==> config.mk <==
export PLATFORM = sky130hd
export DESIGN_NAME = midi_key_tracker
export DESIGN_NICKNAME = d
export VERILOG_FILES = /design/src/rtl/midi_key_tracker.sv
export SDC_FILE = /design/constraint.sdc
export NUM_CORES = 1
export LEC_CHECK = 0
export CAP_MARGIN = 15
export CORE_ASPECT_RATIO = 1.75
export CORE_MARGIN = 1.5
export CORE_UTILIZATION = 45
export DETAILED_ROUTE_END_ITERATION = 7
export HOLD_SLACK_MARGIN = 0.05
export SYNTH_ARGS = -nofsm -noshare
export SYNTH_HDL_FRONTEND = slang
export SYNTH_SLANG_ARGS = --single-unit
==> constraint.sdc <==
create_clock -name clock -period 4.4 [get_ports clock]
set_clock_uncertainty 0.15 [all_clocks]
set_input_delay 1.32 -clock clock [delete_from_list [all_inputs] [get_ports clock]]
set_output_delay 1.32 -clock clock [all_outputs]
set_load 0.005 [all_outputs]
==> src/rtl/midi_key_tracker.sv <==
// MIDI front end: UART byte recovery, note-on/off parsing with running status,
// and tracking of the two most relevant held keys for game_logic.
module midi_key_tracker #(
    parameter int         CLKS_PER_BIT = 2080,
    parameter logic [6:0] EMPTY_KEY    = 7'd0
) (
    input  logic       clock,
    input  logic       reset,
    input  logic       serial,
    output logic [6:0] key1_index,
    output logic [6:0] key2_index,
    output logic       ready,
    output logic       byte_valid,
    output logic [7:0] rx_byte,
    output logic       frame_error
);

    localparam int              CNT_W = $clog2(CLKS_PER_BIT + 1);
    localparam logic [CNT_W-1:0] HALF = CNT_W'(CLKS_PER_BIT / 2);
    localparam logic [CNT_W-1:0] FULL = CNT_W'(CLKS_PER_BIT);

    typedef enum logic [1:0] {IDLE, START, DATA, STOP} uart_state_t;
    typedef enum logic [1:0] {RUN_NONE, RUN_ON, RUN_OFF} run_t;

    // Returns {slot1, slot2} after applying a note-on/off to the current slots.
    function automatic logic [13:0] next_keys(input logic [6:0] k1, input logic [6:0] k2,
                                              input logic [6:0] n, input logic on);
        logic [6:0] n1;
        logic [6:0] n2;
        n1 = k1;
        n2 = k2;
        if (on) begin
            if (n != k1 && n != k2) begin
                if (k1 == EMPTY_KEY) n1 = n;
                else                 n2 = n;
            end
        end else if (n == k1) begin
            n1 = k2;
            n2 = EMPTY_KEY;
        end else if (n == k2) begin
            n2 = EMPTY_KEY;
        end
        return {n1, n2};
    endfunction

    logic              serial_meta, serial_sync;
    uart_state_t       state_q, state_d;
    logic [CNT_W-1:0]  cnt_q, cnt_d;
    logic [2:0]        bit_idx_q, bit_idx_d;
    logic [7:0]        shift_q, shift_d;
    logic              armed_q, armed_d;
    logic              byte_ok, byte_bad, expire;

    always_ff @(posedge clock or posedge reset) begin
        if (reset) begin
            serial_meta <= 1'b1;
            serial_sync <= 1'b1;
        end else begin
            serial_meta <= serial;
            serial_sync <= serial_meta;
        end
    end

    assign expire = (cnt_q <= CNT_W'(1));

    always_comb begin
        state_d   = state_q;
        cnt_d     = cnt_q;
        bit_idx_d = bit_idx_q;
        shift_d   = shift_q;
        armed_d   = armed_q | serial_sync;
        byte_ok   = 1'b0;
        byte_bad  = 1'b0;
        if (state_q != IDLE && !expire) cnt_d = cnt_q - CNT_W'(1);
        unique case (state_q)
            IDLE: begin
                // A broken line must return high before another start is accepted.
                if (armed_q && !serial_sync) begin
                    state_d = START;
                    cnt_d   = HALF;
                end
            end
            START: begin
                if (expire) begin
                    if (!serial_sync) begin
                        state_d   = DATA;
                        cnt_d     = FULL;
                        bit_idx_d = 3'd0;
                    end else begin
                        state_d = IDLE;
                    end
                end
            end
            DATA: begin
                if (expire) begin
                    shift_d   = {serial_sync, shift_q[7:1]};
                    bit_idx_d = bit_idx_q + 3'd1;
                    cnt_d     = FULL;
                    if (bit_idx_q == 3'd7) state_d = STOP;
                end
            end
            STOP: begin
                if (expire) begin
                    state_d  = IDLE;
                    byte_ok  = serial_sync;
                    byte_bad = !serial_sync;
                    if (!serial_sync) armed_d = 1'b0;
                end
            end
            default: state_d = IDLE;
        endcase
    end

    always_ff @(posedge clock or posedge reset) begin
        if (reset) begin
            state_q     <= IDLE;
            cnt_q       <= '0;
            bit_idx_q   <= '0;
            shift_q     <= '0;
            armed_q     <= 1'b1;
            byte_valid  <= 1'b0;
            frame_error <= 1'b0;
            rx_byte     <= '0;
        end else begin
            state_q     <= state_d;
            cnt_q       <= cnt_d;
            bit_idx_q   <= bit_idx_d;
            shift_q     <= shift_d;
            armed_q     <= armed_d;
            byte_valid  <= byte_ok;
            frame_error <= byte_bad;
            if (byte_ok) rx_byte <= shift_q;
        end
    end

    // Stage p0: message parsing with running status
    run_t       run_q;
    logic       have_note_q;
    logic [6:0] note_q;
    logic       vld_p0, on_p0;
    logic [6:0] note_p0;

    always_ff @(posedge clock or posedge reset) begin
        if (reset) begin
            run_q       <= RUN_NONE;
            have_note_q <= 1'b0;
            note_q      <= '0;
            vld_p0      <= 1'b0;
            on_p0       <= 1'b0;
            note_p0     <= '0;
        end else begin
            vld_p0 <= 1'b0;
            if (byte_valid && rx_byte < 8'hF8) begin
                if (rx_byte[7]) begin
                    have_note_q <= 1'b0;
                    if (rx_byte[7:4] == 4'h8)      run_q <= RUN_OFF;
                    else if (rx_byte[7:4] == 4'h9) run_q <= RUN_ON;
                    else                           run_q <= RUN_NONE;
                end else if (run_q != RUN_NONE) begin
                    if (!have_note_q) begin
                        note_q      <= rx_byte[6:0];
                        have_note_q <= 1'b1;
                    end else begin
                        have_note_q <= 1'b0;
                        vld_p0      <= 1'b1;
                        on_p0       <= (run_q == RUN_ON) && (rx_byte[6:0] != 7'd0);
                        note_p0     <= note_q;
                    end
                end
            end
        end
    end

    // Stage p1: key slot update and change strobe
    logic [13:0] keys_p1;

    assign keys_p1 = next_keys(key1_index, key2_index, note_p0, on_p0);

    always_ff @(posedge clock or posedge reset) begin
        if (reset) begin
            key1_index <= EMPTY_KEY;
            key2_index <= EMPTY_KEY;
            ready      <= 1'b0;
        end else begin
            ready <= 1'b0;
            if (vld_p0 && note_p0 != EMPTY_KEY) begin
                key1_index <= keys_p1[13:7];
                key2_index <= keys_p1[6:0];
                ready      <= (keys_p1 != {key1_index, key2_index});
            end
        end
    end

endmodule
# Yosys cells after proc, flatten, opt, wreduce, memory -nomap -nowiden
# Index checks and enable logic that the tools add are counted.
[classes] addsub=2 n_lt_le_gt_ge=2 n_eq_ne=18 muxes=43 bitwise=3 n_reduce_logical=23
[ops] op="7-bit 2-to-1 mux" count=9
[ops] op="12-bit 2-to-1 mux" count=5
[ops] op="12-bit case mux with 3 select lines" count=1
[ops] op="1-bit 2-to-1 mux" count=16
[ops] op="7-bit == test" count=2
[ops] op="2-bit 2-to-1 mux" count=7
[ops] op="14-bit inequality test" count=1
[ops] op="7-bit inequality test" count=2
[ops] op="7-bit nonzero test" count=2
[ops] op="12-bit by 1-bit <= comparator with 1-bit output (second input constant)" count=1
[ops] op="2-bit inequality test (second input constant)" count=6
[ops] op="4-bit AND reduction" count=3
[ops] op="12-bit by 1-bit subtractor with 12-bit output (second input constant)" count=1
[ops] op="3-bit 2-to-1 mux" count=3
[ops] op="4-bit == test (second input constant)" count=2
[ops] op="8-bit less-than comparator (second input constant)" count=1
[ops] op="2-bit case mux with 4 select lines" count=1
[ops] op="2-bit nonzero test" count=4
[ops] op="7-bit zero test" count=1
[ops] op="1-bit logical AND" count=6
[ops] op="3-bit case mux with 2 select lines" count=1
[ops] op="2-bit AND reduction" count=3
[ops] op="5-bit AND reduction" count=1
[ops] op="2-bit by 1-bit == test with 1-bit output (second input constant)" count=2
[ops] op="other kinds (7)" count=10
[word_totals] reg_bits=72 input_bits=3 word_cells=110

# Longest topological paths before layout
# Gate-level depths: netlist (run 1).
[logic_depth] ltp_word=7 ltp_mapped=9

# Worst setup path after synthesis (run 1)
# OpenSTA, ideal clock, no wires.
[synth_timing] kind="register to register" from="reg cnt_q[8]" to="reg shift_q[0]" setup_ns=0.125 t_arrival_ns=2.283 required_time_ns=4.125 setup_slack_ns=1.842 path_stages_with_launch=7 cell_sequence="dfrtp_1 -> or4_4 -> or4_1 -> buf_2 -> or2_4 -> buf_6 -> mux2_4"
[synth_via] elab_chain_len=2
[synth_rtl] element="from (decl)" line="48" rtl="logic [CNT_W-1:0] cnt_q, cnt_d;"
[synth_rtl] element="from (signal assigned)" line="126" rtl="cnt_q <= cnt_d;"
[synth_rtl] element="12-bit by 1-bit <= comparator with 1-bit output" line="64" rtl="assign expire = (cnt_q <= CNT_W'(1));"
[synth_rtl] element="2-bit AND reduction (no line)"
[synth_rtl] element="to (signal assigned)" line="128" rtl="shift_q <= shift_d;"
[synth_rtl] element="to (decl)" line="50" rtl="logic [7:0] shift_q, shift_d;"
# Every way passes these cells.
# A chain may end at the register's enable or synchronous reset.

# Worst setup path after layout (run 1)
[layout_timing] from="reg key2_index[5]" to="out key2_index[5]"
[layout_lines] element="from (decl)" line="11" rtl="output logic [6:0] key2_index,"
[layout_lines] element="from (signal assigned)" line="188" rtl="key2_index <= keys_p1[6:0];"
# No word-level cell between the ends.

==> metrics.md, run 1 <==
| Metric | Value |
|---|---|
| Hold Path End | `serial_sync` |
| Initial Util | `roughly 47%` |
| Finish-stage setup viols | `0` |
| Kind of critical path | `register to primary output` |
| Main combinational cell family by area after synthesis | `simple AND/OR/NAND/NOR gates` |
| Syn-to-layout area delta | `18.6%` |
| Crit path max fanout | `7` |
| Comb power frac | `11.7%` |
| H-tree depth | `3` |
| Synth async-reset ratio | `100%` |
| Mapped Area | `approximately 0.0036 mm^2` |
| Slew headroom | `a little over two fifths` |
| PwrDens | `~400 mW/mm^2` |
| Std cell rows | `between 40 and 50` |
| Total wire length | `roughly 8000 um` |
| Final hold vios | `0` |
| Post-CTS Setup Bufs | `0` |
| Wire length per cell | `18.0 um` |
| Final slew viol count | `0` |
| Clk Latency, worst-skew pair | `330 ps` |
| Iter 0 DRT Violations | `between 100 and 150` |
| Critical path's top delay family | `buffers and inverters` |
| First-pass GRT wire length | `roughly 13,000 um` |
| Core area | `between 0.007 and 0.008 mm^2` |
| Fin crit share | `between 60% and 70%` |
| Post-cts gate resize count | `0` |
| Synth Area in Compound Gates | `between 10% and 20%` |
| Slew @ Worst Pin | `about 840 ps` |
| Yosys cell types | `55` |
| Worst setup path start | `key2_index[5]` |
| Met1 Resource Use GR | `between 20 and 25%` |
| Remaining DRCs | `0` |
| CTS hold repair buffers | `0` |
| Commonest cells post-synth | `dfrtp_1 (69), mux2_2 (24), nand2_1 (21)` |
| CP bufs+invs | `1` |
| Setup repair after global routing missed its margin | `false` |
| CTS Buf Count | `9` |
| Full die area | `approximately 0.0085 mm^2` |
| FF-to-FF setup slack | `1700 ps` |
| Number of synthesized register bits | `approximately 70` |
| Top FF cell, synth | `dfrtp_1` |
| Pleak | `roughly 0.0019 uW` |
| Crit-path max cell delay | `between 500 and 600 ps` |
| Chip Height | `121 um` |
| Sequential share of the synthesized area | `between 50% and 60%` |
| Post-layout util | `55.4%` |
| Synth area leaders | `dfrtp_1 (49%), mux2_2 (7.6%), xnor2_1 (3.2%)` |
| Max frequency | `approximately 340 MHz` |
| Post-synthesis net count | `331` |
| Min Clock Period, post-route | `around 3000 ps` |
| Post-route ant nets | `0` |
| CTS tree | `built` |
| Outcome | `complete, no violations` |
| CP Launch Type | `register` |
| Dominant cell type by area after synthesis | `dfrtp_1` |
| GRT Util Overall | `approximately a fifth` |
| Hold Path Class | `register to register` |
| Nets | `358` |
| Gate count of the mapped netlist | `roughly 320` |
| Clk pwr share | `a little over two fifths` |
| Setup TNS | `0 ps` |
| Met3 Usage GRT | `under 10%` |
| CTS clk-pin slew, worst paths | `roughly 60 ps` |
| Layout cells sized above 1 | `approximately 17%` |
| Adder-Cell Fraction of Synth Area | `approximately 1.4%` |
| Power Total | `approximately 1700 uW` |
| Mapped Avg Cell Area | `11.0 um^2` |
| Initial antenna violation count | `0` |
| Met2 Use GR | `37.1%` |
| Post-synthesis mux area share | `a little over a tenth` |
| Sequential power share | `between 40% and 50%` |
| WHS | `just over 200 ps` |
| Vias in the first global route | `approximately 2,600` |
| Gr busiest metal | `met2` |
| Critical path's slowest cell | `clkdlybuf4s50_1` |
| Vias/cell | `just under 6` |
| Xor/xnor cell area share of the yosys netlist | `6.40%` |
| Cell with the most instances after synthesis | `dfrtp_1` |
| Largest net degree at the start of global routing | `50` |
| CP required | `2930 ps` |
| Hold path depth | `0` |
| Post-Synth Simple-Gate Area | `14.5%` |
| Arr. time, crit path | `~1500 ps` |
| Post-synth EDFFs | `0` |
| NetSw | `around 440 uW` |
| VDD IR max | `approximately 0.28 mV` |
| CTS root buffer | `clkbuf_16` |
| Max-cap viol count | `0` |
| CTS Buffer Depth | `2` |
| R2r endpoint | `key1_index[0]` |
| First-pass DRT Iterations | `4` |
| Syn. warnings | `0` |
| Sw frac | `25.8%` |
| Residual overflow from global routing | `0` |
| Post-synth top area share | `48.5%` |
| DR vias | `2,643` |
| Reg2Reg Depth | `5` |
| Dpl hpwl | `roughly 5800 um` |
| Ports | `28` |
| Worst-path cell chain | `clkdlybuf4s50_1` |
| Routability cong. | `0.812` |
| Setup crit end kind | `primary output` |
| Hold_sp | `serial_meta` |
| R2R Path Start | `key1_index[2]` |
| Sink Count | `between 70 and 80` |
| Chip Width | `70.2 um` |
| Ant diodes | `0` |
| Internal power | `1280 uW` |
| Port Buf Inserts | `27` |
-- state kept, by name, indices dropped and copies added (netlist names), named ones only --
name and flops:
armed_q 1, bit_idx_q 3, byte_valid 1, cnt_q 12, frame_error 1, have_note_q 1
key1_index 7, key2_index 7, note_p0 7, note_q 7, on_p0 1, ready 1
run_q 2, rx_byte 8, serial_meta 1, serial_sync 1, shift_q 8, state_q 1
vld_p0 1
-- power groups by stage --
stage                     Clock (uW)  Combinational (uW)  Sequential, uW
after detailed placement           0                 199             804
after global routing             780                 232             807
after floorplan                    0                 171             782
after global placement             0                 197             802
final                            727                 202             796
after CTS                        741                 202             794
-- cells in the final DEF, fill, tap and decap left out, types with 2 or more instances in the layout --
cell and instances:
nor3_1 12, nand3b_1 2, nand3_1 8, clkinv_2 2
nand2b_1 7, dfrtp_1 69, o31ai_1 3, xor2_1 13
nor2b_1 2, nor4_1 6, buf_4 4, mux2_4 6
nand4_1 2, a2bb2oi_1 4, a211oi_1 2, nand2_1 21
inv_1 8, xnor2_1 13, dfstp_2 3, a21o_1 3
clkbuf_8 2, clkdlybuf4s50_1 27, or4_1 4, ha_1 4
a21oi_1 12, mux2_2 24, or3_1 2, clkbuf_1 2
a31oi_1 3, nor2_1 20, o2bb2ai_1 7, o22ai_1 5
clkbuf_16 9, o21ai_0 13, a22oi_1 6
-- routing by layer --
layer / routed length (um) / up-vias
met3: 282 / 19
met1: 3000 / 1326
met2: 4470 / 63
li1: - / 1235
met4: 257 / 0
met5: 0 / -
-- cells by family after synthesis --
group	Yosys count
buf+inv	25
compound gates	70
simple gates	96
xor+xnor	26
flops	72
mux	31
fa+ha+maj	4
-- final cells by class --
| cell class | count | area, um^2 |
|---|---|---|
| Fill cell | 652 | 3400 |
| Sequential cell | 72 | 1810 |
| Multi-Input combinational cell | 227 | 1650 |
| Timing Repair Buffer | 32 | 320 |
| Clock buffer | 13 | 260 |
| Tap cell | 88 | 110 |
| Clock inverter | 3 | 40.0 |
| Inverter | 9 | 33.8 |
-- metrics by stage --
| stage | setup WS, ps | instances | instance area, um^2 |
|---|---|---|---|
| 6_report | 1460 | 444 | 4220 |
| 5_1_grt | 1420 | 444 | 4220 |
| 4_1_cts | 1460 | 443 | 4200 |
| 3_5_place_dp | 1450 | 427 | 3900 |
| 3_3_place_gp | 1480 | 427 | 3900 |
| 2_1_floorplan | 1110 | 324 | 3560 |
-- how the worst max path moves through the flow --
stage | depth (start not counted) | to | slack (ps)
after floorplan | 1 | async pin | 1110
after global placement | 3 | armed_q | 1480
after detailed placement | 3 | armed_q | 1450
after CTS | 1 | key2_index[5] | 1460
after global routing | 1 | key2_index[4] | 1420
final | 1 | key2_index[5] | 1460
Note: power is estimated with default switching activity, not from simulation.
==> inputs of run 2 (changes only) <==
- clock period: 4.4 -> 2.92 ns (I/O delays scaled with it)
==> metrics.md, run 2 (synthesis results as in run 1) <==
| Metric | Value |
|---|---|
| Met1 Resource Use GR | `20.4% (-1.2 points)` |
| PwrDens | `607 mW/mm^2 (+48%)` |
| Ant diodes | `0 (unchanged)` |
| Chip Width | `70.2 um (unchanged)` |
| Comb power frac | `11.8% (about the same)` |
| Outcome | `complete, no violations` |
| CP bufs+invs | `0 (-1)` |
| Nets | `364 (+1.7%)` |
| Vias in the first global route | `2,782 (+7.1%)` |
| CP most frequent cell | `or4_1` |
| DP Area | `0.00397 mm^2 (+1.7%)` |
| Wire length per cell | `18.3 um (+1.7%)` |
| Internal power | `1920 uW (+50%)` |
| CTS tree | `built` |
| Initial antenna violation count | `0 (unchanged)` |
| H-tree depth | `3 (unchanged)` |
| Setup TNS | `0 ps (unchanged)` |
| Slew @ Worst Pin | `677 ps (-160 ps)` |
| Kind of critical path | `register to register` |
| Ports | `28 (unchanged)` |
| Post-layout util | `56.0% (+0.66 points)` |
| Largest Register | `cnt_q` |
| Std cell rows | `42 (unchanged)` |
| Max frequency | `about 380 MHz` |
| Fin crit share | `90.2%` |
| Met3 Usage GRT | `3.58% (-1.8 points)` |
| Total wire length | `8240 um (+3.0%)` |
| Residual overflow from global routing | `0 (unchanged)` |
| First-pass DRT Iterations | `4 (unchanged)` |
| GRT Util Overall | `21.4% (+0.67 points)` |
| Hold Path Class | `register to register` |
| Sw frac | `26.1% (+0.33 points)` |
| CP Launch Type | `register` |
| Pleak | `0.00193 uW (+1.5%)` |
| Post-CTS Setup Bufs | `0 (unchanged)` |
| Crit-path max cell delay | `650 ps (+80 ps)` |
| CTS hold repair buffers | `0 (unchanged)` |
| CTS clk-pin slew, worst paths | `50 ps (about the same)` |
| Remaining DRCs | `0 (unchanged)` |
| Port Buf Inserts | `27 (unchanged)` |
| NetSw | `676 uW (+52%)` |
| Clk pwr share | `42.1% (about the same)` |
| Arr. time, crit path | `2700 ps (+1230 ps)` |
| First-pass GRT wire length | `13,800 um (+2.8%)` |
| Syn-to-layout area delta | `20.0%` |
| Top flop regs | `cnt_q x12, rx_byte x8, shift_q x8` |
| DR vias | `2,644 (+0.038%)` |
| Clk Latency, worst-skew pair | `330 ps (about the same)` |
| Slew headroom | `54.7% (+11 points)` |
| Finish-stage setup viols | `0 (unchanged)` |
| CTS Buf Count | `9 (unchanged)` |
| CTS root buffer | `clkbuf_16` |
| Max-cap viol count | `0 (unchanged)` |
| Sink Count | `72 (unchanged)` |
| Chip Height | `121 um (unchanged)` |
| Worst-path cell chain | `or4_1, or4_1, or2_4, mux2_4` |
| Critical path's slowest cell | `or4_1` |
| Final hold vios | `0 (unchanged)` |
| Core area | `0.00762 mm^2 (unchanged)` |
| Layout cells sized above 1 | `19.1% (+1.6 points)` |
| Post-cts gate resize count | `0 (unchanged)` |
| Iter 0 DRT Violations | `142 (-3.4%)` |
| Initial Util | `46.7% (unchanged)` |
| Leading cell type in the layout, fill and taps excluded | `dfrtp_1` |
| Critical path's top delay family | `simple AND/OR/NAND/NOR gates` |
| Dpl hpwl | `6080 um (+4.6%)` |
| Commonest non-fill, non-tap cells in the layout | `dfrtp_1 (69), clkdlybuf4s50_1 (27), mux2_2 (24)` |
| Met2 Use GR | `40.0% (+2.9 points)` |
| Sequential power share | `46.2% (about the same)` |
| Min Clock Period, post-route | `2630 ps` |
| CTS Buffer Depth | `2 (unchanged)` |
| Fin area | `0.00427 mm^2 (+1.2%)` |
| VDD IR max | `0.442 mV (+60%)` |
| Final slew viol count | `0 (unchanged)` |
| CP required | `2980 ps (+50 ps)` |
| Setup repair after global routing missed its margin | `false` |
| Crit path max fanout | `11 (+4)` |
| Gr busiest metal | `met2` |
| Largest net degree at the start of global routing | `60 (+20%)` |
| Setup crit end kind | `register` |
| Power Total | `2590 uW (+50%)` |
| Routability cong. | `0.851 (+4.9%)` |
| Max FFs per register | `12 (unchanged)` |
| Post-route ant nets | `0 (unchanged)` |
| Full die area | `0.00847 mm^2 (unchanged)` |
| Vias/cell | `5.88 (-1.3%)` |
==> run 2: cell types whose count changed in the layout (fill, tap and decap cells not counted) <==
cell | before | now
clkbuf_8 | 2 | 5
buf_4 | 4 | 10
bufinv_16 | 1 | 0
clkbuf_1 | 2 | 1
clkinv_2 | 2 | 0
clkinvlp_4 | 0 | 1
==> run 2: power groups by stage <==
stage               Clock (uW)  Combinational [uW]  Sequential, uW
floorplan                    0                 258            1180
global placement             0                 301            1210
detailed placement           0                 306            1210
CTS                       1110                 311            1190
global route              1160                 348            1210
finish                    1090                 305            1200
==> run 2: per-stage QoR <==
step / hold slack [ps] / worst slack (ps) / cells
3_5_place_dp: 198 / 279 / 434
4_1_cts: 207 / 272 / 450
6_report: 205 / 286 / 450
3_3_place_gp: 196 / 295 / 434
5_1_grt: 212 / 170 / 450
2_1_floorplan: 195 / 74.0 / 324
==> run 2: path summary, 6_finish.rpt <==
path | from | to | slack (ps) | cells past startpoint
setup / recovery | cnt_q[3] | shift_q[6] | 290 | 4
hold / removal | serial_meta | serial_sync | 210 | 0
setup reg to reg | cnt_q[3] | shift_q[6] | 290 | 4
hold reg to reg | serial_meta | serial_sync | 210 | 0
max in group asynchronous | reset | armed_q | 1270 | 3
min in group asynchronous | reset | key1_index[6] | 690 | 2
==> run 2: area by class of cell <==
| type | instances | area [um^2] |
|---|---|---|
| Timing Repair Buffer | 38 | 365 |
| Inverter | 9 | 33.8 |
| Clock inverter | 1 | 7.51 |
| Fill cell | 658 | 3350 |
| Tap cell | 88 | 110 |
| Clock buffer | 15 | 298 |
| Sequential cell | 72 | 1810 |
| Multi-Input combinational cell | 227 | 1650 |
==> run 2: routing by layer <==
layer | wire length, um | vias up | part of all wire (%)
li1 | - | 1251 | -
met5 | 0 | - | 0
met4 | 418 | 0 | 5.1
met3 | 208 | 28 | 2.5
met2 | 4740 | 58 | 57
met1 | 2880 | 1307 | 35
==> inputs of run 3 (changes only) <==
- ABC_AREA: not set -> 1
- PLACE_DENSITY_LB_ADDON: not set -> 0.15
==> metrics.md, run 3 <==
| Metric | Value |
|---|---|
| CP Launch Type | `register` |
| Top flop regs | `cnt_q x12, rx_byte x8, shift_q x8` |
| Layout cells sized above 1 | `7.97% (-11 points)` |
| Synth async-reset ratio | `100% (unchanged)` |
| Wire length per cell | `14.9 um (-18%)` |
| Dpl hpwl | `7590 um (+25%)` |
| Worst-path cell chain | `inv_2, nand2_1, nand2_1, nor2_1, nand2_1, nor2_4, nor2_2, nand3_1, nand2_1, nand3_1, nand3_1, nor2_1, nand3_1, nor2_1, nor2_1` |
| Setup crit end kind | `register` |
| DP Area | `0.00443 mm^2 (+12%)` |
| First-pass DRT Iterations | `6 (+2)` |
| Clk Latency, worst-skew pair | `340 ps (about the same)` |
| Residual overflow from global routing | `0 (unchanged)` |
| Pleak | `0.00226 uW (+17%)` |
| Leading cell type in the layout, fill and taps excluded | `nand2_1` |
| Max FFs per register | `12 (unchanged)` |
| Post-synth top area share | `42.5% (-6.0 points)` |
| Final hold vios | `0 (unchanged)` |
| Mapped Avg Cell Area | `7.42 um^2 (-32%)` |
| Gate count of the mapped netlist | `547 (+69%)` |
| CTS tree | `built` |
| Core area | `0.00873 mm^2 (+15%)` |
| Syn. warnings | `0 (unchanged)` |
| Nets | `580 (+59%)` |
| Initial Util | `46.5% (-0.19 points)` |
| VDD IR max | `0.368 mV (-17%)` |
| Initial antenna violation count | `0 (unchanged)` |
| Layout fillers | `842 (+28%)` |
| CTS hold repair buffers | `0 (unchanged)` |
| Comb power frac | `14.4% (+2.6 points)` |
| Min Clock Period, post-route | `2640 ps (+6.65 ps)` |
| Dpl cells | `679 (+56%)` |
| Hold Path Class | `register to register` |
| Arr. time, crit path | `2680 ps (-20 ps)` |
| Internal power | `1880 uW (-1.8%)` |
| GRT Util Overall | `23.9% (+2.6 points)` |
| Dominant cell type by area after synthesis | `dfrtp_1` |
| Commonest cells post-synth | `nand2_1 (168), dfrtp_1 (69), o21ai_0 (62)` |
| Slew headroom | `55.2% (+0.47 points)` |
| Post-CTS Setup Bufs | `0 (unchanged)` |
| First-pass GRT wire length | `17,300 um (+26%)` |
| Crit path max fanout | `15 (+4)` |
| Clk pwr share | `41.8% (-0.3 points)` |
| Post-synthesis net count | `554 (+67%)` |
| Chip Height | `129 um (+6.6%)` |
| H-tree depth | `3 (unchanged)` |
| Synth area leaders | `dfrtp_1 (43%), nand2_1 (16%), o21ai_0 (7.6%)` |
| Port Buf Inserts | `27 (unchanged)` |
| Outcome | `complete, no violations` |
| Sequential share of the synthesized area | `44.5% (-6.3 points)` |
| Ant diodes | `0 (unchanged)` |
| PwrDens | `551 mW/mm^2 (-9.2%)` |
| Sink Count | `72 (unchanged)` |
| Fin cells | `694 (+54%)` |
| Final slew viol count | `0 (unchanged)` |
| CTS clk-pin slew, worst paths | `60 ps (about the same)` |
| Slew @ Worst Pin | `671 ps (-6.42 ps)` |
| Setup repair after global routing missed its margin | `false` |
| Post-cts gate resize count | `0 (unchanged)` |
| Post-synth EDFFs | `0 (unchanged)` |
| NetSw | `716 uW (+5.9%)` |
| Sw frac | `27.6% (+1.5 points)` |
| Number of synthesized register bits | `72 (unchanged)` |
| Worst Slack Setup Final | `280 ps (-6.65 ps)` |
| Commonest non-fill, non-tap cells in the layout | `nand2_1 (168), dfrtp_1 (69), o21ai_0 (62)` |
| Max-cap viol count | `0 (unchanged)` |
| Fin crit share | `90.4% (+0.23 points)` |
| Critical path's slowest cell | `dfrtp_1` |
| Sequential power share | `43.8% (-2.4 points)` |
| Vias/cell | `5.40 (-8.1%)` |
| Cell with the most instances after synthesis | `nand2_1` |
| CP required | `2960 ps (-20 ps)` |
| Crit-path max cell delay | `520 ps (-130 ps)` |
| Std cell rows | `45 (+7.1%)` |
| Iter 0 DRT Violations | `285 (+100%)` |
| Setup TNS | `0 ps (unchanged)` |
| Worst slack at placement | `348 ps (+69.0 ps)` |
| Remaining DRCs | `0 (unchanged)` |
| Ports | `28 (unchanged)` |
| Largest Register | `cnt_q` |
| Total wire length | `10,400 um (+26%)` |
| DR vias | `3,748 (+42%)` |
| Fin area | `0.00471 mm^2 (+10%)` |
| Post-route ant nets | `0 (unchanged)` |
| FF-to-FF setup slack | `280 ps (about the same)` |
| CTS Buf Count | `9 (unchanged)` |
| Vias in the first global route | `3,622 (+30%)` |
| CTS Buffer Depth | `2 (unchanged)` |
| Full die area | `0.00962 mm^2 (+14%)` |
| Top FF cell, synth | `dfrtp_1` |
| Mapped Area | `0.00406 mm^2 (+14%)` |
| Chip Width | `74.8 um (+6.5%)` |
| Kind of critical path | `register to register` |
| WHS | `204 ps (-1.27 ps)` |
| Max frequency | `379 MHz (-0.25%)` |
| Yosys cell types | `42 (-24%)` |
| Syn-to-layout area delta | `16.2%` |
| CTS root buffer | `clkbuf_16` |
| Routability cong. | `0.966 (+13%)` |
| Finish-stage setup viols | `0 (unchanged)` |
| Largest net degree at the start of global routing | `73 (+22%)` |
run 3: worst paths after layout:
kind,cells past startpoint,to,from
max,15,ready,key1_index[3]
min,0,serial_sync,serial_meta
max reg2reg,15,ready,key1_index[3]
min reg2reg,0,serial_sync,serial_meta
max in group asynchronous,3,serial_sync,reset
min in group asynchronous,3,note_q[3],reset
run 3: power by group through the flow:
stage | clock [uW] | combinational (uW) | sequential (uW)
2_1_floorplan | 0 | 298 | 1140
3_3_place_gp | 0 | 362 | 1150
3_5_place_dp | 0 | 375 | 1160
4_1_cts | 1110 | 378 | 1140
5_1_grt | 1140 | 432 | 1150
6_report | 1080 | 374 | 1140
run 3: cell type report:
type                       count  area, um^2  share of cell area (%)
sequential                    72        1810                    38.3
tap                          117         146                    3.11
clock buffer                  12         246                    5.23
timing repair buffer          32         320                    6.79
multi-input combinational    397        1920                    40.8
inverter                      61         229                    4.86
clock inverter                 3        42.5                   0.902
run 3: kinds of logic after synthesis:
| family | after synthesis | synth area share, % |
|---|---|---|
| simple gates | 289 | 30.9 |
| compound gates | 90 | 12.0 |
| buf+inv | 78 | 8.11 |
| flops | 72 | 44.5 |
| xor+xnor | 11 | 2.37 |
| fa+ha+maj | 4 | 1.23 |
| mux | 3 | 0.832 |
run 3: worst max-delay path: cells and delay by family, from the launching register on:
kind	cells	cell delay (ps)
AND/OR/NAND/NOR	14	1700
flip-flops	1	520
buffers and inverters	1	110
run 3: routing by layer:
layer | share of wire, % | vias up | track usage, %
met2 | 53 | 118 | 40.2
met4 | 5.3 | 0 | 14.8
li1 | - | 1848 | -
met5 | 0 | - | 0
met3 | 4.1 | 36 | 4.39
met1 | 38 | 1746 | 27.4
run 3: metrics by stage:
step / power, uW / utilization, %
2_1_floorplan: 1440 / -
3_3_place_gp: 1510 / 50.7
3_5_place_dp: 1530 / 50.7
4_1_cts: 2620 / 54.0
5_1_grt: 2720 / 54.0
6_report: 2600 / 54.0
